<file path="src/rtl/fastinput_gate_ctrl.sv">
// Gate-time sequencer for four fast-input pulse counters: times a counting gate,
// snapshots the counts at gate end and streams them out channel by channel.
module fastinput_gate_ctrl #(
    parameter int CNT_W  = 32,
    parameter int GATE_W = 24
) (
    input  logic              clk,
    input  logic              rst,
    input  logic              enable,
    input  logic [GATE_W-1:0] gate_len,
    input  logic [CNT_W-1:0]  channel0,
    input  logic [CNT_W-1:0]  channel1,
    input  logic [CNT_W-1:0]  channel2,
    input  logic [CNT_W-1:0]  channel3,
    output logic              cnt_clr,
    output logic [CNT_W-1:0]  out_data,
    output logic [1:0]        out_ch,
    output logic              out_valid,
    input  logic              out_ready,
    output logic              frame_done,
    input  logic              ovr_clr,
    output logic              overrun,
    output logic              busy
);

    typedef enum logic [1:0] {IDLE, GATE, SNAP} state_t;

    state_t            state_q;
    logic [GATE_W-1:0] timer_q;
    logic              cnt_clr_q;
    logic              full_q;
    logic [1:0]        idx_q;
    logic [CNT_W-1:0]  out_data_q;
    logic              frame_done_q;
    logic              overrun_q;
    logic [CNT_W-1:0]  buf_q [4];

    logic              xfer;
    logic              last_xfer;
    logic              buf_free;
    logic              snap_take;
    logic              snap_drop;
    logic [GATE_W-1:0] timer_d;
    logic [1:0]        idx_d;

    assign xfer      = full_q & out_ready;
    assign last_xfer = xfer && (idx_q == 2'd3);
    // The buffer may be refilled in the same cycle its final word leaves.
    assign buf_free  = !full_q || last_xfer;
    assign snap_take = (state_q == SNAP) && buf_free;
    assign snap_drop = (state_q == SNAP) && !buf_free;
    assign timer_d   = (gate_len == '0) ? '0 : gate_len - GATE_W'(1);
    assign idx_d     = idx_q + 2'd1;

    always_ff @(posedge clk) begin
        if (rst) begin
            state_q      <= IDLE;
            timer_q      <= '0;
            cnt_clr_q    <= 1'b0;
            full_q       <= 1'b0;
            idx_q        <= 2'd0;
            out_data_q   <= '0;
            frame_done_q <= 1'b0;
            overrun_q    <= 1'b0;
        end else begin
            cnt_clr_q    <= 1'b0;
            frame_done_q <= last_xfer;

            case (state_q)
                IDLE: begin
                    if (enable) begin
                        state_q   <= GATE;
                        timer_q   <= timer_d;
                        cnt_clr_q <= 1'b1;
                    end
                end
                GATE: begin
                    if (!enable) begin
                        state_q <= IDLE;
                    end else if (timer_q == '0) begin
                        state_q <= SNAP;
                    end else begin
                        timer_q <= timer_q - GATE_W'(1);
                    end
                end
                SNAP: begin
                    if (enable) begin
                        state_q   <= GATE;
                        timer_q   <= timer_d;
                        cnt_clr_q <= 1'b1;
                    end else begin
                        state_q <= IDLE;
                    end
                end
                default: state_q <= IDLE;
            endcase

            // A fresh snapshot takes priority over the drain of the old frame.
            if (snap_take) begin
                full_q     <= 1'b1;
                idx_q      <= 2'd0;
                out_data_q <= channel0;
            end else if (last_xfer) begin
                full_q     <= 1'b0;
                idx_q      <= 2'd0;
                out_data_q <= '0;
            end else if (xfer) begin
                idx_q      <= idx_d;
                out_data_q <= buf_q[idx_d];
            end

            if (snap_drop) begin
                overrun_q <= 1'b1;
            end else if (ovr_clr) begin
                overrun_q <= 1'b0;
            end
        end
    end

    always_ff @(posedge clk) begin
        if (snap_take) begin
            buf_q[0] <= channel0;
            buf_q[1] <= channel1;
            buf_q[2] <= channel2;
            buf_q[3] <= channel3;
        end
    end

    assign cnt_clr    = cnt_clr_q;
    assign out_data   = out_data_q;
    assign out_ch     = idx_q;
    assign out_valid  = full_q;
    assign frame_done = frame_done_q;
    assign overrun    = overrun_q;
    assign busy       = (state_q != IDLE) || full_q;

endmodule

</file>
<file path="config.mk">
export PLATFORM = sky130hd
export DESIGN_NAME = fastinput_gate_ctrl
export DESIGN_NICKNAME = d
export VERILOG_FILES = /design/src/rtl/fastinput_gate_ctrl.sv
export SDC_FILE = /design/constraint.sdc
export NUM_CORES = 1
export LEC_CHECK = 0
export CAP_MARGIN = 30
export CORE_ASPECT_RATIO = 1.5
export CORE_MARGIN = 4
export CORE_UTILIZATION = 25
export CTS_CLUSTER_SIZE = 30
export DETAILED_ROUTE_END_ITERATION = 8
export GPL_TIMING_DRIVEN = 0
export PLACE_DENSITY = 0.42
export SLEW_MARGIN = 30
export SYNTH_ARGS = -nofsm -noshare
export SYNTH_HDL_FRONTEND = slang
export SYNTH_SLANG_ARGS = --single-unit
</file>
<file path="constraint.sdc">
create_clock -name clk -period 18.8 [get_ports clk]
set_clock_uncertainty 0.15 [all_clocks]
set_input_delay 2.82 -clock clk [delete_from_list [all_inputs] [get_ports clk]]
set_output_delay 2.82 -clock clk [all_outputs]
set_load 0.05 [all_outputs]
</file>
==> results_dict.tcl <==
set metrics [dict create \
    max-slew-margin-rel_pct 42.9 \
    post-synth-top-area-fraction_pct 46.8 \
    postSynthAreaPerCell_um2 13.2 \
    rr_endpoint "buf_q[1][8]$_DFFE_PP_" \
    run_status "finished clean" \
    number_of_cells_traversed_by_the_worst_hold_path 2 \
    crit_path_cell_trace "clkbuf_1, clkbuf_1, or3_1, clkdlybuf4s50_1" \
    synthesis.area_um2 8220 \
    drc_errors 0 \
    grt_pass1_wl_mm 38.5 \
    worst_r2r_path_depth 7 \
    dr_total_vias 6022 \
    multi_input_area_um2 2930 \
    placement.io_buffers 194 \
    power.share.switching_pct 24.1 \
    detail_route.wirelength_mm 25.5 \
    ctsHtreeMaxLevel 4 \
    count_of_hold_fix_buffers_inserted_at_cts 0 \
    post-cts-setup-buffers 0 \
    cp_max_fo 10 \
    power.clock.fraction_pct 40.4 \
    power-per-cell-area_nw_per_um2 83.1 \
    cp-end-kind "output pin" \
    final_max_slew_viol_count 0 \
    num_io_pins 196 \
    worst_ir_drop_vdd_mv 0.0555 \
    critPathTopFamily "buffers and inverters" \
    worstPathBufferInverterCount 3 \
    placementRows 81 \
    wirelength_met1_mm 9.73 \
    syn2layout_area_growth_pct 38.3 \
    routedWlPerCell_um 20.1 \
    synth_edf_count 128 \
    worst_slew_pin_slew_ns 0.849 \
    synth_cells 622 \
    drt_iter0_markers 271 \
    critical_path.startpoint_type "register" \
    detailedPlacementHpwl_mm 19.0 \
    power.net_switching_uw 228 \
    finalSetupViolations 0 \
    tritoncts.num_buffers 17 \
    report.power.total_uw 945 \
    clock_path_buffers 2 \
    die-width_um 156 \
    postSynthRegisterBits 192 \
    drtAntennaViolNets 0 \
    gp_congestion 0.840 \
    top_signal_layer_used "met4" \
    crit_path_top_delay_cell "sky130_fd_sc_hd__clkdlybuf4s50_1" \
    timing.critical_path.mode_cell "sky130_fd_sc_hd__clkbuf_1" \
    antenna_found_initial 0 \
    postSynthNetCount 784 \
    count_of_final_hold_check_violations 0 \
    drive_gt1_share_pct 9.62 \
    first_pass_iters 7 \
    unrepaired_setup_endpoints_after_global_routing "false" \
    power_frac_seq_pct 48.8 \
    tritoncts "done" \
    fp.coreArea_um2 32500 \
    cts_resized 0 \
    yosys.cell_types.count 54 \
    wl_met2_mm 13.5 \
    synth.most_common_cell "sky130_fd_sc_hd__edfxtp_1" \
    worstSetupPathDepth 4 \
    antenna-diode-count 0 \
    n_fill_cell 3259 \
    cpPeakStageDelay_ns 0.80 \
    clock-root-buffer "sky130_fd_sc_hd__clkbuf_16" \
    criticalPathCategory "register to output pin" \
    seq_area_um2 5120 \
    fmax_mhz 181 \
    synth.cells.most_frequent "sky130_fd_sc_hd__edfxtp_1, sky130_fd_sc_hd__dfxtp_1, sky130_fd_sc_hd__nor2_1" \
    maxCapViolCount 0 \
    cts.reportedPaths.clkPinSlew_ns 0.07 \
    clock_latency_ns 0.44 \
    yosysWarningCount 0 \
    grt_usage_pct 14.4 \
    critPathArrivalTime_ns 2.55 \
    netlist.top_cell.by_area "sky130_fd_sc_hd__edfxtp_1" \
    grt_start_max_net_pins 45 \
    setup_tns_ns 0 \
    worst_setup_path_end "busy" \
    leakage_uw 0.00367 \
    worst-r2r-setup-slack_ns 15.44 \
    critical_path.reg2reg.startpoint "state_q[0]$_SDFFE_PP0P_" \
    share_comb_of_total_power_pct 10.8 \
    sequential_cell_area_fraction_in_the_yosys_report_pct 62.4 \
    design.final.nets 1001 \
    route.met3.wl_mm 1.62 \
    synth_top_cells_by_area "sky130_fd_sc_hd__edfxtp_1, sky130_fd_sc_hd__dfxtp_1, sky130_fd_sc_hd__mux4_2" \
    min_period_ns 5.52 \
    number_of_clock_sinks_seen_by_cts 192 \
    number_of_global_route_vias_before_repair 6372 \
    internal-power_uw 717 \
    postSynth.topFlopCell "sky130_fd_sc_hd__edfxtp_1" \
    globalRoute.totalOverflow 0 \
    chipHeight_um 230 \
    avgViaCountPerCell 4.75 \
    initial_utilization_pct 25.3 \
    die-area_um2 35900 \
    class_of_the_worst_hold_path "register to register" \
    postSynth.asyncResetShare_pct 0 \
    startpoint "state_q[0]$_SDFFE_PP0P_" \
    worst_ep_required_time_ns 15.83 \
    min_period_over_period_pct 29.4 \
]
==> routing by layer <==
layer,GRT usage (%),vias to the layer above
met3,4.50,36
li1,-,2878
met4,5.34,0
met1,16.0,2938
met2,25.4,170
met5,0,-
==> cell usage in the layout, fill, tap and decap left out, types with 14 or more instances in the layout <==
cell type	count
sky130_fd_sc_hd__clkdlybuf4s50_1	194
sky130_fd_sc_hd__edfxtp_1	128
sky130_fd_sc_hd__dfxtp_1	64
sky130_fd_sc_hd__nor2_1	62
sky130_fd_sc_hd__nand2_1	41
sky130_fd_sc_hd__a22oi_1	33
sky130_fd_sc_hd__mux4_2	32
sky130_fd_sc_hd__a211oi_1	32
sky130_fd_sc_hd__clkbuf_1	29
sky130_fd_sc_hd__o21ai_0	19
sky130_fd_sc_hd__nor3_1	17
sky130_fd_sc_hd__clkbuf_16	17
sky130_fd_sc_hd__a21oi_1	15
sky130_fd_sc_hd__xnor2_1	14
==> registers in the layout, summed over array words and instances, names as in the netlist <==
| signal | count |
|---|---|
| out_ch | 2 |
| overrun | 1 |
| timer_q | 24 |
| buf_q | 128 |
| state_q | 2 |
| frame_done | 1 |
| cnt_clr | 1 |
| out_valid | 1 |
| out_data | 32 |
==> cell type report <==
| type | instances | share of cell area [%] |
|---|---|---|
| sequential | 192 | 45.1 |
| multi-input combinational | 387 | 25.7 |
| timing repair buffer | 198 | 17.7 |
| tap | 415 | 4.57 |
| clock buffer | 19 | 3.81 |
| clock inverter | 13 | 1.52 |
| buffer | 34 | 1.24 |
| inverter | 9 | 0.297 |
==> how the worst min path moves through the flow <==
stage | from | end | slack [ns]
2_1_floorplan | timer_q[22]$_SDFFE_PP0P_ | timer_q[22]$_SDFFE_PP0P_ | 0.28
3_3_place_gp | timer_q[22]$_SDFFE_PP0P_ | timer_q[22]$_SDFFE_PP0P_ | 0.31
3_5_place_dp | timer_q[22]$_SDFFE_PP0P_ | timer_q[22]$_SDFFE_PP0P_ | 0.32
4_1_cts | timer_q[22]$_SDFFE_PP0P_ | timer_q[22]$_SDFFE_PP0P_ | 0.34
5_1_grt | timer_q[22]$_SDFFE_PP0P_ | timer_q[22]$_SDFFE_PP0P_ | 0.35
6_report | timer_q[22]$_SDFFE_PP0P_ | timer_q[22]$_SDFFE_PP0P_ | 0.33
==> stage by stage <==
step           util [%]  instance area (µm²)  setup slack, ns  hold WS [ns]  std cells
2_1_floorplan         -                 8220            10.89         0.285        622
3_3_place_gp       32.8                10700             7.56         0.312       1231
3_5_place_dp       33.0                10800            12.94         0.324       1234
4_1_cts            34.9                11400            13.22         0.336       1266
5_1_grt            34.9                11400            13.10         0.351       1267
6_report           34.9                11400            13.28         0.333       1267
==> power by group through the flow <==
stage	sequential, µW	clock [µW]	combinational [µW]
2_1_floorplan	470	0	44.9
3_3_place_gp	471	0	103
3_5_place_dp	471	0	102
4_1_cts	461	397	103
5_1_grt	462	413	111
6_report	461	382	102
==> worst reg2reg max path, delay by kind of cell (launching register included) <==
family	cells	cell delay, ns
buffers and inverters	5	1.79
AOI/OAI and AO/OA	1	0.59
DFF	1	0.30
and+or+nand+nor	1	0.17
==> cells by family (layout without fill, tap and decap cells) <==
logic type      Yosys count  after routing  share of synthesized area [%]
flops                   192            192                           62.4
simple gates            192            192                           11.9
compound gates          134            134                           11.6
buf+inv                  43            273                           2.04
mux                      33             33                           8.91
xor+xnor                 23             23                           2.45
fa+ha+maj                 5              5                          0.761
Power figures use the tool's default switching activity.
==> edit (config.mk and constraints unchanged) <==
Change the parameter `CNT_W` from 32 to 24.
--- a/src/rtl/fastinput_gate_ctrl.sv
+++ b/src/rtl/fastinput_gate_ctrl.sv
@@ -2,5 +2,5 @@
 // snapshots the counts at gate end and streams them out channel by channel.
 module fastinput_gate_ctrl #(
-    parameter int CNT_W  = 32,
+    parameter int CNT_W  = 24,
     parameter int GATE_W = 24
 ) (
Ports: changed (5 resized); port bits go from 196 to 156. No check against the original RTL was run, so the function may have changed too.
==> edit against the original RTL <==
Routed wire length down 12%; sequential power down 21%; final area down 17%; setup slack worse by 0.21 ns; via count down 9.8%; die area down 16%; utilization down 0.19 points; sequential cell count down 40; synthesized area down 16%; global-route usage up 0.51 points; final cell count down 15%; non-clock buffer count down 41; power down 19%; fmax down 3.6%.
==> edit: results (changes against the original RTL) <==
status -> finished clean (unchanged)
max reg flops -> 96 (was 128)
first-pass GRT wire length -> 33,900 µm (was 38,500 µm)
largest net degree at the start of global routing -> 51 (was 45)
met2 WL -> 12,100 µm (was 13,500 µm)
Metal-1 WL -> 8280 µm (was 9730 µm)
vias after detailed routing -> 5,429 (was 6,022)
GRT met2 Usage -> 27.7% (was 25.4%)
DR WL/cell -> 20.8 µm (was 20.1 µm)
GRT Overall Usage -> 14.9% (was 14.4%)
reg2reg start -> out_ch[1] (was state_q[0])
Synth area leaders -> edfxtp_1 42%, dfxtp_1 16%, mux4_2 7.9% (was edfxtp_1 47%, dfxtp_1 16%, mux4_2 8.8%)
DR iter-0 viols -> 319 (was 271)
Synth Net Count -> 681 (was 784)
Pre-antenna DRT Iters -> 5 (was 7)
Reg2Reg Setup Slack -> 15.69 ns (was 15.44 ns)
clock latency on the worst-skew pair -> 0.42 ns (was 0.44 ns)
GRT met1 Usage -> 15.7% (was 16.0%)
PortBufs -> 155 (was 194)
worst slew pin tran -> 0.867 ns (was 0.849 ns)
Leak -> 3.06 nW (was 3.67 nW)
hold path start -> out_data[19] (was timer_q[22])
placer congestion estimate -> 0.900 (was 0.840)
number of synthesized flops with an enable pin -> 96 (was 128)
count of different cell masters after synthesis -> 60 (was 54)
reg-to-reg endpoint -> out_data[20] (was buf_q[1][8])
post-synthesis mux area share -> 8.02% (was 8.91%)
share of layout cells above drive strength 1 -> 10.3% (was 9.62%)
-- edit: cell count changes after synthesis, moves of 6 or more --
| cell | delta |
|---|---|
| a211oi_1 | -7 |
| a22oi_1 | -6 |
| dfxtp_1 | -8 |
| edfxtp_1 | -32 |
| mux4_2 | -8 |
| nand2_1 | -21 |
| nor2_1 | -18 |
| o21ai_0 | +9 |
| o31a_1 | +7 |
-- edit: cell type report --
type,instances,area (µm²)
multi-input combinational,354,2700
buffer,34,139
timing repair buffer,157,1590
sequential,152,4000
clock inverter,7,68.8
tap,342,428
inverter,11,41.3
fill,2747,17800
clock buffer,25,485
-- edit: cell families (layout without fill, tap and decap cells) --
| group | count (synthesis) | in the layout |
|---|---|---|
| multiplexers | 25 | 25 |
| buffers and inverters | 45 | 234 |
| AO/OA/AOI/OAI | 145 | 145 |
| adder cells (fa/ha/maj) | 5 | 5 |
| flip-flops | 152 | 152 |
| XOR/XNOR | 19 | 19 |
| AND/OR/NAND/NOR | 160 | 160 |
-- edit: through the flow --
| stage | total power, W | setup slack, ns |
|---|---|---|
| floorplan | 0.000404 | 11.80 |
| global placement | 0.000449 | 9.38 |
| detailed placement | 0.000450 | 12.83 |
| CTS | 0.000777 | 13.04 |
| global route | 0.000799 | 12.97 |
| finish | 0.000767 | 13.07 |
-- edit: power breakdown --
group	total [W]	switching, W	internal (W)
clock network	0.000324	0.000131	0.000192
registers	0.000364	0.00000588	0.000359
logic	0.0000791	0.0000392	0.0000398
-- edit: worst max-delay path, stage by stage, from the launching register on --
cell             delay, ns
dfxtp_1               0.43
clkbuf_1              0.42
clkbuf_1              0.49
or3_1                 0.19
clkdlybuf4s50_1       0.81
